## src/rtl/pc_redirect_ctrl.sv

```systemverilog
// Fetch-PC sequencer: sequential/branch/JAL/JALR select plus post-redirect flush.
// Optional: `define PC_REDIRECT_MISALIGN_TRAP_EN to trap misaligned targets to TRAP_VEC.
module pc_redirect_ctrl #(
    parameter logic [31:0] RESET_PC     = 32'h0000_0000,
    parameter logic [31:0] TRAP_VEC     = 32'h0000_0100,
    parameter int unsigned FLUSH_CYCLES = 2
) (
    input  logic        ip_clk,
    input  logic        ip_rst,
    input  logic        ip_stall,
    input  logic        ip_is_branch,
    input  logic        ip_br_taken,
    input  logic        ip_is_jal,
    input  logic        ip_is_jalr,
    input  logic [31:0] ip_Add_J,
    input  logic [31:0] ip_jalr_tgt,
    output logic [31:0] op_PC,
    output logic [31:0] op_PC_plus4,
    output logic        op_redirect,
    output logic        op_flush,
    output logic        op_misalign
);

    typedef enum logic {
        RUN,
        FLUSH
    } state_t;

    localparam logic [3:0] CNT_INIT = 4'(FLUSH_CYCLES);

    state_t      state_q, state_d;
    logic [3:0]  cnt_q, cnt_d;
    logic [31:0] pc_q, pc_d;
    logic        redirect_q, redirect_d;

    logic        req;
    logic        trap_hit;
    logic [31:0] pc_plus4;
    logic [31:0] tgt;
    logic [31:0] tgt_aligned;

    assign req = (ip_is_branch & ip_br_taken) | ip_is_jal | ip_is_jalr;
    assign pc_plus4 = pc_q + 32'd4;

    // JALR wins over JAL/branch; both of the latter use the adder output
    always_comb begin
        tgt = ip_Add_J;
        if (ip_is_jalr) begin
            tgt = ip_jalr_tgt & ~32'h1;
        end
    end

    assign tgt_aligned = tgt & ~32'h3;

`ifdef PC_REDIRECT_MISALIGN_TRAP_EN
    logic misalign_q;

    assign trap_hit = |tgt[1:0];

    always_ff @(posedge ip_clk) begin
        if (ip_rst) begin
            misalign_q <= 1'b0;
        end else begin
            misalign_q <= (state_q == RUN) & req & trap_hit;
        end
    end

    assign op_misalign = misalign_q;
`else
    assign trap_hit    = 1'b0;
    assign op_misalign = 1'b0;
`endif

    always_comb begin
        state_d    = state_q;
        cnt_d      = cnt_q;
        pc_d       = pc_q;
        redirect_d = 1'b0;
        unique case (state_q)
            RUN: begin
                if (req) begin
                    pc_d       = trap_hit ? TRAP_VEC : tgt_aligned;
                    redirect_d = 1'b1;
                    cnt_d      = CNT_INIT;
                    state_d    = FLUSH;
                end else if (!ip_stall) begin
                    pc_d = pc_plus4;
                end
            end
            FLUSH: begin
                // requests here come from killed instructions
                if (!ip_stall) begin
                    pc_d  = pc_plus4;
                    cnt_d = cnt_q - 4'd1;
                    if (cnt_q == 4'd1) begin
                        state_d = RUN;
                    end
                end
            end
            default: begin
                state_d = RUN;
            end
        endcase
    end

    always_ff @(posedge ip_clk) begin
        if (ip_rst) begin
            state_q    <= RUN;
            cnt_q      <= 4'd0;
            pc_q       <= RESET_PC;
            redirect_q <= 1'b0;
        end else begin
            state_q    <= state_d;
            cnt_q      <= cnt_d;
            pc_q       <= pc_d;
            redirect_q <= redirect_d;
        end
    end

    assign op_PC       = pc_q;
    assign op_PC_plus4 = pc_plus4;
    assign op_redirect = redirect_q;
    assign op_flush    = (state_q == FLUSH);

endmodule

```

## config.mk

```make
export PLATFORM = sky130hd
export DESIGN_NAME = pc_redirect_ctrl
export DESIGN_NICKNAME = d
export VERILOG_FILES = /design/src/rtl/pc_redirect_ctrl.sv
export SDC_FILE = /design/constraint.sdc
export NUM_CORES = 1
export LEC_CHECK = 0
export ABC_AREA = 1
export CORE_ASPECT_RATIO = 1.5
export CORE_MARGIN = 3
export CORE_UTILIZATION = 35
export CTS_BUF_LIST = sky130_fd_sc_hd__clkbuf_8
export CTS_CLUSTER_DIAMETER = 30
export DETAILED_ROUTE_END_ITERATION = 6
export PLACE_DENSITY = 0.75
export SETUP_SLACK_MARGIN = 0.02
export SLEW_MARGIN = 30
export SYNTH_ARGS = -nofsm -noshare
export SYNTH_HDL_FRONTEND = slang
export SYNTH_SLANG_ARGS = --single-unit
```

## constraint.sdc

```tcl
create_clock -name ip_clk -period 2.1 [get_ports ip_clk]
set_clock_uncertainty 0.05 [all_clocks]
set_input_delay 0.42 -clock ip_clk [delete_from_list [all_inputs] [get_ports ip_clk]]
set_output_delay 0.42 -clock ip_clk [all_outputs]
set_load 0.02 [all_outputs]
```

==> key figures <==
Place
  – Dpl ws: -306 ps
  – Detailed placement HPWL: 8070 microns
  – GPL Wtd Cong: 0.940
  – Port Buf Inserts: 128
  – Cells after DPL: 748

GRT
  – Vias in the first global route: 3,731
  – Largest net degree at the start of global routing: 33
  – Global route overflow: 0
  – Gr usage total: 23.2%
  – Initial antenna violation count: 0
  – First-pass GRT wire length: 17,000 microns

Setup path
  – Flop2flop setup slack: 300 ps
  – Crit path DAT: 1730 ps
  – Critical path data required time: 1630 ps
  – Element type at the critical path end: output pin
  – Crit Path Class: reg -> out
  – CP startpoint kind: register
  – Crit path max fanout: 5

Finish
  – Post-route non-filler standard cell count: 775
  – Nets@finish: 746
  – Leading cell type in the layout, fill and taps excluded: nand2_1
  – Seq. cell area: 743 sq um
  – # diodes: 0
  – Area grow syn2layout: 84.1%
  – Post-layout util: 67.0%
  – Fill cells: 657
  – Commonest cells after routing, fill and taps aside: nand2_1, clkdlybuf4s50_1, buf_4, a21oi_1, o21ai_0
  – Area of the multi-input gates: 2120 sq um
  – Share of post-route cells with drive strength above 1: 28.4%

Synth
  – Post-synth cell types: 28
  – Mux share of post-synthesis cell area: 0.357%
  – Flops & latches, synth: 36
  – Post-Synth Simple-Gate Area: 40.7%
  – Mapped Cells: 473
  – Synth Area in Compound Gates: 17.5%
  – Synth warn: 0
  – Synthesized area per cell: 5.93 sq um
  – Post-synthesis xor/xnor area fraction: 6.34%
  – Register area share after synthesis: 25.7%
  – Post-Synth Adder-Cell Area: 1.34%
  – Mapped cell area: 2800 sq um
  – Largest family of logic cells by synthesized area: simple AND/OR/NAND/NOR gates

Clock tree
  – Hold-fix buffers at CTS: 0
  – CTS max path bufs: 2
  – Worst-path clk slew: 80 ps
  – Num Clock Sinks: 36
  – Root Buffer Master: clkbuf_8
  – CTS tree: yes
  – Number of buffers created by CTS: 5
  – Max H-tree Level: 2
  – Clock latency on the worst-skew pair: 300 ps

Floorplanning
  – Core Box Area: 7710 sq um
  – Rows: 39
  – Starting Density: 36.4%
  – Die width: 79.1 microns
  – Ports: 138
  – Die Y: 116 microns
  – Die ar.: 9140 sq um

STA
  – Sum Neg Setup Slack: -635 ps
  – Final WS setup: -98.3 ps
  – Max-slew violations: 0
  – Hold Fails Final Rpt: 0
  – RSZ-0062 raised after global routing: true
  – Post-layout min period: 2200 ps
  – Final setup viols: 14
  – Tcrit/Tclk final: 105%
  – Fmax: 455 MHz

Job
  – Max-Cap Viols: 0

Power and ir drop
  – VDD IR-drop max: 368 uV
  – Power per cell area: 507 nW/um^2
  – Tot Pwr: 2.62 mW
  – Leakage: 2.33 nW

Outcome
  – Violated checks: negative setup slack
  – Run status: finished, violations left

Routing
  – Wire per inst: 14.6 microns
  – Antenna Nets Post-Route: 0
  – Iter 0 DRT Violations: 295
  – Drt pass-1 iters: 5
  – Drt via density: 5.03
  – DRC: 0
  – Post-Route WL: 11,300 microns
  – Routed vias: 3,901

Min path
  – Hold Crit Class: reg -> reg
## what timing repair did
action	CTS	global route
pin swaps	19	25
endpoints found under the setup margin	28	27
resized for setup	164	69
buffers inserted	13	8
hold endpoints to repair	0	0
## area by class of cell
cell class | count | area share (%)
Inverter | 26 | 1.94
Sequential cell | 36 | 14.4
Timing Repair Buffer | 214 | 38.3
Tap cell | 102 | 2.47
Clock inverter | 2 | 0.145
Clock buffer | 6 | 1.60
Multi-Input combinational cell | 389 | 41.2
## registers in the layout, indices dropped and copies added, names as in the netlist
register and flops:
op_PC 30, op_flush 1, op_redirect 1, cnt_q 4
## Yosys cell counts
cell / n / area (sq um)
clkbuf_1: 15 / 56.3
mux2i_1: 1 / 10.0
buf_2: 6 / 30.0
buf_4: 5 / 37.5
o21ai_0: 29 / 145
o32ai_1: 1 / 8.76
a211oi_1: 2 / 15.0
a21oi_1: 60 / 300
conb_1: 1 / 3.75
o211ai_1: 2 / 15.0
xor2_2: 5 / 81.3
xnor2_1: 5 / 43.8
or2_2: 1 / 6.26
nor2_1: 36 / 135
nor2_2: 3 / 18.8
and2_1: 4 / 25.0
inv_1: 26 / 97.6
nand2_4: 1 / 11.3
nand3_1: 15 / 75.1
nor3_1: 2 / 10.0
ha_1: 3 / 37.5
xor2_1: 6 / 52.6
nand3b_1: 6 / 45.0
nor2_4: 7 / 78.8
o31ai_1: 1 / 7.51
nand2_1: 191 / 717
nand2_2: 3 / 18.8
dfxtp_1: 36 / 721
## where the power goes
group	switching [mW]	internal [mW]
Combinational	0.624	0.630
Clock	0.267	0.258
Sequential	0.0741	0.762
## critical path, stage by stage, from the launching register on
cell     delay (ps)
dfxtp_1         380
nand2_1         110
nor2_1          190
nand2_2         110
nor2_4          200
buf_6           140
xor2_4          160
buf_6           140
## per-stage QoR
step	cell area [sq um]	hold WS, ps
after global placement	4630	428
after global routing	5160	500
after CTS	4870	458
after detailed placement	4630	448
after floorplan	2820	409
final	5160	456
## cell families after synthesis
group / count (synthesis)
simple gates: 269
xor+xnor: 16
flops: 36
mux: 1
buf+inv: 52
other cells: 1
compound gates: 95
fa+ha+maj: 3
## routing by layer
layer  up-vias  part of all wire [%]  global-route usage [%]
li1       1889                     -                       -
met1      1806                    37                    25.0
met2       176                    55                    44.2
met3        30                   5.1                    2.49
met4         0                   3.2                    11.1
met5         -                     0                       0
## worst paths after layout
kind,start,to,cells after the start
worst max-delay path,op_PC[7]$_SDFF_PP0_,op_PC_plus4[18],7
worst min register to register,cnt_q[3]$_SDFFE_PP0P_,cnt_q[3]$_SDFFE_PP0P_,2
worst min-delay path,cnt_q[3]$_SDFFE_PP0P_,cnt_q[3]$_SDFFE_PP0P_,2
worst max register to register,op_PC[2]$_SDFF_PP0_,op_PC[19]$_SDFF_PP0_,13
Note: power is estimated with default switching activity, not from simulation.
